**src/rtl/tmds_pkg.sv**
```systemverilog
// Shared TMDS receive definitions: word width, control tokens,
// alignment FSM states and the bit-offset stepping helper.
package tmds_pkg;

    localparam int TMDS_W = 10;

    localparam logic [TMDS_W-1:0] TOK_00 = 10'b1101010100;
    localparam logic [TMDS_W-1:0] TOK_01 = 10'b0010101011;
    localparam logic [TMDS_W-1:0] TOK_10 = 10'b0101010100;
    localparam logic [TMDS_W-1:0] TOK_11 = 10'b1010101011;

    typedef enum logic {
        SEARCH = 1'b0,
        LOCKED = 1'b1
    } align_state_e;

    // Bit offsets run 0..9 and wrap back to 0
    function automatic logic [3:0] next_offset(input logic [3:0] off);
        return (off >= 4'd9) ? 4'd0 : off + 4'd1;
    endfunction

endpackage

```
**src/rtl/tmds_word_decode.sv**
```systemverilog
// Combinational TMDS word decoder: control-token match plus
// 8-bit data recovery from an aligned 10-bit word.
module tmds_word_decode
    import tmds_pkg::*;
(
    input  logic [TMDS_W-1:0] i_word,
    output logic              o_is_token,
    output logic [1:0]        o_c1c0,
    output logic [7:0]        o_data
);

    logic [7:0] d;

    // Token lookup, then undo the optional inversion and xor/xnor chain
    always_comb begin
        o_is_token = 1'b1;
        o_c1c0     = 2'b00;
        case (i_word)
            TOK_00:  o_c1c0 = 2'b00;
            TOK_01:  o_c1c0 = 2'b01;
            TOK_10:  o_c1c0 = 2'b10;
            TOK_11:  o_c1c0 = 2'b11;
            default: o_is_token = 1'b0;
        endcase

        d = i_word[9] ? ~i_word[7:0] : i_word[7:0];
        o_data    = 8'h00;
        o_data[0] = d[0];
        for (int i = 1; i < 8; i++) begin
            o_data[i] = i_word[8] ? (d[i] ^ d[i-1])
                                  : ~(d[i] ^ d[i-1]);
        end
    end

endmodule

```
**src/rtl/dvi_decoder_channel.sv**
```systemverilog
// One TMDS lane receiver: bit-slip word alignment locked on control
// token runs, followed by a two-stage decode pipeline.
module dvi_decoder_channel
    import tmds_pkg::*;
#(
    parameter int CTRL_RUN       = 8,
    parameter int SEARCH_TIMEOUT = 4096,
    parameter int LOCK_TIMEOUT   = 4096
)(
    input  logic              clk_hdmi,
    input  logic              reset,
    input  logic [TMDS_W-1:0] i_tmds_word,
    output logic [7:0]        o_data,
    output logic              o_c0,
    output logic              o_c1,
    output logic              o_de,
    output logic              o_locked,
    output logic [3:0]        o_offset,
    output logic              o_realign
);

    localparam int IDLE_MAX =
        (SEARCH_TIMEOUT > LOCK_TIMEOUT) ? SEARCH_TIMEOUT : LOCK_TIMEOUT;
    localparam int RUN_W  = (CTRL_RUN > 1) ? $clog2(CTRL_RUN) : 1;
    localparam int IDLE_W = (IDLE_MAX > 1) ? $clog2(IDLE_MAX) : 1;

    localparam logic [RUN_W-1:0]  RUN_LAST  = RUN_W'(CTRL_RUN - 1);
    localparam logic [IDLE_W-1:0] SRCH_LAST = IDLE_W'(SEARCH_TIMEOUT - 1);
    localparam logic [IDLE_W-1:0] LOCK_LAST = IDLE_W'(LOCK_TIMEOUT - 1);

    logic [TMDS_W-1:0]   prev_q, prev_d;
    logic [TMDS_W-1:0]   aligned_q, aligned_d;
    logic [2*TMDS_W-1:0] window;

    align_state_e        state_q, state_d;
    logic [RUN_W-1:0]    run_cnt_q, run_cnt_d;
    logic [IDLE_W-1:0]   idle_cnt_q, idle_cnt_d;
    logic [3:0]          offset_q, offset_d;
    logic                realign_q, realign_d;

    logic [7:0]          data_q, data_d;
    logic                c0_q, c0_d;
    logic                c1_q, c1_d;
    logic                de_q, de_d;

    logic                tok;
    logic [1:0]          tok_c1c0;
    logic [7:0]          dec_data;

    // Stage 1 input: pick a 10-bit window spanning this and last word
    always_comb begin
        prev_d    = i_tmds_word;
        window    = {i_tmds_word, prev_q} >> offset_q;
        aligned_d = window[TMDS_W-1:0];
    end

    tmds_word_decode u_decode (
        .i_word     (aligned_q),
        .o_is_token (tok),
        .o_c1c0     (tok_c1c0),
        .o_data     (dec_data)
    );

    // Stage 2 input: tokens update c1/c0, data words keep them
    always_comb begin
        data_d = data_q;
        c0_d   = c0_q;
        c1_d   = c1_q;
        de_d   = de_q;
        if (tok) begin
            de_d   = 1'b0;
            data_d = 8'h00;
            c1_d   = tok_c1c0[1];
            c0_d   = tok_c1c0[0];
        end else begin
            de_d   = 1'b1;
            data_d = dec_data;
        end
    end

    // Alignment FSM: count token runs to lock, idle cycles to slip
    always_comb begin
        state_d    = state_q;
        run_cnt_d  = run_cnt_q;
        idle_cnt_d = idle_cnt_q;
        offset_d   = offset_q;
        realign_d  = 1'b0;
        case (state_q)
            SEARCH: begin
                if (tok) begin
                    idle_cnt_d = '0;
                    if (run_cnt_q >= RUN_LAST) begin
                        state_d   = LOCKED;
                        run_cnt_d = '0;
                    end else begin
                        run_cnt_d = run_cnt_q + 1'b1;
                    end
                end else begin
                    run_cnt_d = '0;
                    if (idle_cnt_q >= SRCH_LAST) begin
                        offset_d   = next_offset(offset_q);
                        realign_d  = 1'b1;
                        idle_cnt_d = '0;
                    end else begin
                        idle_cnt_d = idle_cnt_q + 1'b1;
                    end
                end
            end
            LOCKED: begin
                run_cnt_d = '0;
                if (tok) begin
                    idle_cnt_d = '0;
                end else if (idle_cnt_q >= LOCK_LAST) begin
                    state_d    = SEARCH;
                    offset_d   = next_offset(offset_q);
                    realign_d  = 1'b1;
                    idle_cnt_d = '0;
                end else begin
                    idle_cnt_d = idle_cnt_q + 1'b1;
                end
            end
            default: begin
                state_d = SEARCH;
            end
        endcase
    end

    // Pipeline and alignment state registers
    always_ff @(posedge clk_hdmi) begin
        if (reset) begin
            prev_q     <= '0;
            aligned_q  <= '0;
            state_q    <= SEARCH;
            run_cnt_q  <= '0;
            idle_cnt_q <= '0;
            offset_q   <= '0;
            realign_q  <= 1'b0;
            data_q     <= '0;
            c0_q       <= 1'b0;
            c1_q       <= 1'b0;
            de_q       <= 1'b0;
        end else begin
            prev_q     <= prev_d;
            aligned_q  <= aligned_d;
            state_q    <= state_d;
            run_cnt_q  <= run_cnt_d;
            idle_cnt_q <= idle_cnt_d;
            offset_q   <= offset_d;
            realign_q  <= realign_d;
            data_q     <= data_d;
            c0_q       <= c0_d;
            c1_q       <= c1_d;
            de_q       <= de_d;
        end
    end

    assign o_locked  = (state_q == LOCKED);
    assign o_data    = o_locked ? data_q : 8'h00;
    assign o_de      = o_locked & de_q;
    assign o_c0      = o_locked & c0_q;
    assign o_c1      = o_locked & c1_q;
    assign o_offset  = offset_q;
    assign o_realign = realign_q;

endmodule

```
**config.mk**
```make
export PLATFORM = sky130hd
export DESIGN_NAME = dvi_decoder_channel
export DESIGN_NICKNAME = d
export VERILOG_FILES = /design/src/rtl/tmds_pkg.sv /design/src/rtl/tmds_word_decode.sv /design/src/rtl/dvi_decoder_channel.sv
export SDC_FILE = /design/constraint.sdc
export NUM_CORES = 1
export LEC_CHECK = 0
export BUFFER_PORTS_ARGS = -buffer_cell sky130_fd_sc_hd__buf_4
export CAP_MARGIN = 20
export CELL_PAD_IN_SITES_DETAIL_PLACEMENT = 0
export CELL_PAD_IN_SITES_GLOBAL_PLACEMENT = 1
export CORE_AREA = 8 8 76 127
export CTS_CLUSTER_SIZE = 12
export DETAILED_ROUTE_END_ITERATION = 8
export DIE_AREA = 0 0 84 135
export HOLD_SLACK_MARGIN = 0.15
export PLACE_DENSITY = 0.67
export SETUP_SLACK_MARGIN = 0.1
export SLEW_MARGIN = 15
export SYNTH_ARGS = -nofsm -noshare
export SYNTH_HDL_FRONTEND = slang
export SYNTH_SLANG_ARGS = --single-unit
```
**constraint.sdc**
```tcl
create_clock -name clk_hdmi -period 2.1 [get_ports clk_hdmi]
set_input_delay 0.315 -clock clk_hdmi [delete_from_list [all_inputs] [get_ports clk_hdmi]]
set_output_delay 0.315 -clock clk_hdmi [all_outputs]
set_load 0.05 [all_outputs]
```
# --- Yosys cells after proc, flatten, opt, wreduce, memory -nomap -nowiden ---
# Cells that the tools add are included.
# W data, S select, Z words.
word_totals:
  wordCells: 70
  regBits: 52
  output_inout_bits: 17
  input_bits: 12
op_classes:
  eq_ne: 4
  add_sub_neg: 3
  magnitude_cmp: 3
  shifts: 1
  n_reduce_logical: 4
  bitwise: 20
  muxes: 24
op_table:
  columns: ["op", "n"]
  rows:
  - ["$eq A10 B10 Y1 const B", 2]
  - ["$shr A20 B4 Y10", 1]
  - ["$mux W8", 2]
  - ["$mux W1", 14]
  - ["$add A12 B1 Y12 const B", 1]
  - ["$ge A12 B12 Y1 const B", 1]
  - ["$mux W4", 3]
  - ["$eq A10 B8 Y1 const B", 1]
  - ["$eq A10 B9 Y1 const B", 1]
  - ["$not A1 Y1", 9]
  - ["$not A8 Y8", 1]
  - ["$xor A1 B1 Y1", 7]
  - ["$mux W3", 2]
  - ["$pmux W2 S3", 1]
  - ["$pmux W3 S2", 1]
  - ["$add A4 B1 Y4 const B", 1]
  - ["$ge A4 B4 Y1 const B", 1]
  - ["$reduce_or A4 Y1", 1]
  - ["$add A3 B1 Y3 const B", 1]
  - ["$and A1 B1 Y1", 3]
  - ["$ge A3 B3 Y1 const B", 1]
  - ["$reduce_or A3 Y1", 1]
  - ["$pmux W1 S2", 1]
  - ["$reduce_and A2 Y1", 1]
  - ["$reduce_or A2 Y1", 1]

# --- Longest topological paths before layout ---
logic_depth:
  word_depth: 5
  depth_mapped: 8
  mapped_depth_nobuf: 6

# --- Hierarchy ---
# Synthesis repeated with hierarchy kept, for this count alone.
unflattened:
  hier_cells: 320
  hier_area_um2: 2904.0
by_module_without_submodules:
  columns: ["module", "seq_area_each_um2", "area_each_um2", "instances", "cells_per_inst"]
  rows:
  - ["dvi_decoder_channel", 1041.0, 2625.0, 1, 285]
  - ["tmds_word_decode", 0.0, 279.0, 1, 35]

# --- Worst setup path before layout ---
# OpenSTA, ideal clock, no wires.
synth_path:
  path_type: "reg2reg"
  from: "reg offset_q[1], in the netlist o_offset[1]"
  to: "reg offset_q[0], in the netlist o_offset[0]"
  t_arrival_ns: 2.112
  synth_period_minus_slack_ns: 2.183
  n_path_buf: 2
  slack_ns: -0.083
  path_stages_with_launch: 9
  setup_ns: 0.070
  required_time_ns: 2.030
  path_cell_list: "dfxtp_1 buf_2 buf_2 inv_1 ha_1 or3b_1 a21oi_1 nand4_1 o2bb2ai_1"
synth_via:
  elab_chain_cells: 4
synth_rtl:
  columns: ["item", "line_no", "rtl"]
  rows:
  - ["start, declared", "dvi_decoder_channel.sv:38", "logic [3:0] offset_q, offset_d;"]
  - ["start signal, assigned", "dvi_decoder_channel.sv:148", "offset_q <= offset_d;"]
  - ["$ge A4 B4 Y1", "tmds_pkg.sv:19", "return (off >= 4'd9) ? 4'd0 : off + 4'd1;"]
  - ["$mux W4", "tmds_pkg.sv:19", null]
  - ["$mux W4", "dvi_decoder_channel.sv:100, dvi_decoder_channel.sv:113", null]
  - ["$mux W4", "dvi_decoder_channel.sv:90, dvi_decoder_channel.sv:111", null]
# No other way between the ends. The select of a mux whose other input is x is not followed.
# A chain may end at the register's enable or synchronous reset.

# --- Final worst setup path ---
layout_path:
  from: "reg offset_q[0], in the netlist o_offset[0]"
  to: "reg aligned_q[6]"
layout_via:
  elab_chain_cells: 1
layout_rtl:
  columns: ["item", "line_no", "rtl"]
  rows:
  - ["$shr A20 B4 Y10", "dvi_decoder_channel.sv:53", "window = {i_tmds_word, prev_q} >> offset_q;"]
  - ["end signal, assigned", "dvi_decoder_channel.sv:144", "aligned_q <= aligned_d;"]
  - ["end, declared", "dvi_decoder_channel.sv:32", "logic [TMDS_W-1:0] aligned_q, aligned_d;"]
# No other way between the ends.

==> impl_metrics.csv <==
group,metric,value,unit
sta,worst_slew_margin,47.47,%
synthesis,syn-cell-area,2680,sq um
clocking,path_clk_slew,0.07,ns
synthesis,synth_top_family_by_area,"multiplexers",
final_layout,post_synthesis_to_final_layout_area_growth,16.57,%
sta,timing_max_transition_violations_final,0,
synthesis,synthesis.instances,256,
pwr,sw_frac_of_total,22.46,%
synthesis,post_synth_edffs,0,
outcome,status,"complete, no violations",
clocking,worst_skew_pair.late_latency,0.29,ns
final_layout,post_layout_nonfiller_instances,372,
drt,first_iter_violations,84,
place,place.port_buffers,28,
synthesis,synth-adder-area-share,2.801,%
synthesis,yosys.area_share.xor_xnor,6.863,%
setup_path,worst-endpoint-required,2.29,ns
clocking,hold_buffers,0,
place,hpwlAfterDp,4415,um
synthesis,synth.yosys.warnings,0,
setup_path,worst_setup_path_start_kind,"register",
floorplanning,coreArea,7909,sq um
place,routabilityCongestion,0.8352,
floorplanning,std_cell_rows,43,
final_layout,insertedDiodeCount,0,
synthesis,synth_simple_gate_area_share,19.19,%
synthesis,mean_cell_area_of_the_mapped_netlist,10.47,sq um
sta,rsz_0062_raised_after_global_routing,"false",
synthesis,ys_seq_elements,52,
pwr,p_comb_share,7.2,%
pwr,clock_power_share,39.7,%
pwr,net-switching-power,0.4441,mW
clocking,tritoncts,"yes",
sta,final_hold_viol_count,0,
global_route,grt_pass1_vias,1930,
pwr,leak_pwr,1.186,nW
sta,clock.fmax,537.4,MHz
setup_path,r2r_slack,0.24,ns
place,placedInstanceArea,2985,sq um
setup_path,crit_path_max_fanout,14,
pwr,power.density_cell_area,632.9,nW/um^2
sta,timing_worst_slew_pin_value,0.7868,ns
flow_run,max_cap_check_violation_count,0,
global_route,initial_antenna_violation_count,0,
floorplanning,num_io_pins,29,
final_layout,final_layout_size_suffix_gt1_share,22.70,%
setup_path,critPathCaptureType,"register",
synthesis,synth.net_count,274,
drt,drcViolationCount,0,
setup_path,rr_endpoint,"aligned_q[6]$_SDFF_PP0_",
clocking,tritoncts_num_sinks,52,
synthesis,synthDistinctLibCells,45,
sta,final.setup.tns,0,ns
sta,fin_worst_skew,0.004967,ns
floorplanning,chipWidth,84,um
synthesis,postSynth.topFlopCell,"dfxtp_1",
pwr,cellInternalPower,1.533,mW
synthesis,postSynth.asyncResetShare,0,%
floorplanning,start_util,33.89,%
sta,fin_crit_sh,88.61,%
synthesis,synthMuxAreaShare,22.13,%
sta,final-setup-viol-count,0,
setup_path,origin_of_the_critical_flop_to_flop_path,"o_offset[0]$_SDFFE_PP0P_",
drt,antenna_viol_nets_final,0,
clocking,clock_tree.root_cell,"clkbuf_16",
place,dp_cells,365,
setup_path,timing.setup.critical_path_class,"reg2reg",
synthesis,synth.yosys.seq_area_share,38.84,%
clocking,htree_num_levels,2,
final_layout,layout.nets,300,
sta,finalWorstPathRequiredPeriod,1.861,ns
drt,drt_pre_antenna_iters,4,
clocking,cts_max_path_buffers,2,
pwr,worst_ir_drop_vdd,0.3404,mV
floorplanning,fp.dieH,135,um
global_route,wire_length_of_the_first_global_routing_pass,9259,um
clocking,cts_buffers,5,
drt,totalWireLength,5635,um
setup_path,cp.arrival,2.05,ns
drt,viasPerCell,5.272,
setup_path,cp-startpoint,"o_offset[0]$_SDFFE_PP0P_",
sta,finalHoldWorstSlack,0.2570,ns
drt,wl_per_instance,15.15,um
setup_path,worst_setup_path_endpoint,"aligned_q[6]$_SDFF_PP0_",
setup_path,ff2ff_path_depth,3,
synthesis,share_of_the_synthesized_area_in_compound_gates_ao_oa_aoi_oai,6.489,%
drt,detailroute.via_count,1961,
worst_hold_path,hold_class,"in2reg",
pwr,seq_power_share,53.1,%
final_layout,fin_area,3124,sq um
global_route,remaining_global_route_overflow,0,
global_route,largest_net_degree_at_the_start_of_global_routing,21,
global_route,grt_use_total,10.15,%
floorplanning,design.die.area,11340,sq um
-- kinds of logic (layout without fill, tap and decap cells) --
| group | after synthesis | in the layout |
|---|---|---|
| AO/OA/AOI/OAI | 25 | 25 |
| XOR/XNOR | 21 | 21 |
| adder cells (fa/ha/maj) | 6 | 6 |
| buffers and inverters | 23 | 49 |
| flip-flops | 52 | 52 |
| multiplexers | 38 | 38 |
| AND/OR/NAND/NOR | 91 | 91 |
-- synthesized netlist by cell type, types with 3 or more instances --
cell type   n  area (sq um)
mux4_2     13         292.8
nand3_1     5         25.02
buf_2       4         20.02
ha_1        6         75.07
and3_1      4         25.02
o2bb2ai_1   4         35.03
mux4_1      3         78.83
and4_1      4         35.03
nor2b_1    11         68.82
o22ai_1     6         37.54
dfxtp_1    52          1041
clkbuf_1    9         33.78
and2_1     16         100.1
xnor2_1    17         148.9
nand2_1    10         37.54
inv_1       5         18.77
nand4_1     4         25.02
mux2i_1    21         210.2
nor2_1     23         86.33
a21oi_1     5         25.02
xor2_1      4         35.03
-- state kept, by name, summed over array words and instances, names as in the netlist --
name	count
c0_q	1
o_locked	1
o_realign	1
aligned_q	10
idle_cnt_q	12
run_cnt_q	3
data_q	8
c1_q	1
prev_q	10
de_q	1
o_offset	4
-- metrics by stage --
| stage | worst slack (ns) | util (%) | power [mW] |
|---|---|---|---|
| finish | 0.2393 | 39.50 | 1.977 |
| global route | 0.1750 | 39.50 | 2.071 |
| CTS | 0.2317 | 39.49 | 2.010 |
| detailed placement | 0.2444 | 37.75 | 1.217 |
| global placement | 0.2782 | 37.75 | 1.215 |
| floorplan | 0.09685 | - | 1.165 |
-- power by group through the flow --
stage          Combinational, mW  Clock [mW]  Sequential, mW
6_report                   0.142       0.786            1.05
4_1_cts                    0.146       0.815            1.05
2_1_floorplan              0.102           0            1.06
3_3_place_gp               0.144           0            1.07
3_5_place_dp               0.145           0            1.07
5_1_grt                    0.159       0.859            1.05
-- layout make-up --
| class | count | area [sq um] |
|---|---|---|
| multi-input combinational | 181 | 1541 |
| timing repair buffer | 35 | 262.8 |
| sequential | 52 | 1044 |
| tap | 90 | 112.6 |
| inverter | 7 | 26.28 |
| fill | 799 | 4785 |
| clock inverter | 2 | 12.51 |
| clock buffer | 5 | 125.1 |
-- critical path, cell delays in order, from the launching register on --
cell     delay, ns
dfxtp_2       0.52
mux4_1        0.61
mux4_2        0.46
and2_1        0.16
-- layout by cell type (no fill, tap or decap), types with 10 or more instances in the layout --
| cell type | instances |
|---|---|
| dfxtp_1 | 50 |
| buf_4 | 35 |
| nor2_1 | 23 |
| mux2i_1 | 21 |
| xnor2_1 | 17 |
| and2_1 | 16 |
| mux4_2 | 13 |
| nor2b_1 | 11 |
| nand2_1 | 10 |
-- how the worst min path moves through the flow --
| stage | end | start | cells after the start |
|---|---|---|---|
| 3_5_place_dp | c0_q$_SDFFE_PP0P_ | c0_q$_SDFFE_PP0P_ | 2 |
| 6_report | prev_q[7]$_SDFF_PP0_ | i_tmds_word[7] | 2 |
| 2_1_floorplan | run_cnt_q[0]$_SDFF_PP0_ | run_cnt_q[0]$_SDFF_PP0_ | 1 |
| 5_1_grt | prev_q[9]$_SDFF_PP0_ | i_tmds_word[9] | 2 |
| 4_1_cts | prev_q[7]$_SDFF_PP0_ | i_tmds_word[7] | 2 |
| 3_3_place_gp | run_cnt_q[0]$_SDFF_PP0_ | run_cnt_q[0]$_SDFF_PP0_ | 1 |
-- routing by layer --
metal  up-vias  global-route usage, %  part of all wire, %
met1       934                  9.902                   38
met3         8                  2.352                  4.1
met4         0                  5.598                  2.5
met5         -                      0                    0
li1        970                      -                    -
met2        49                  18.96                   55
-- what timing repair did --
item                       in CTS  in global routing
setup buffers                   0                  0
gates resized for setup         0                  1
setup endpoints to repair       0                  3
Note: power is estimated with default switching activity, not from simulation.
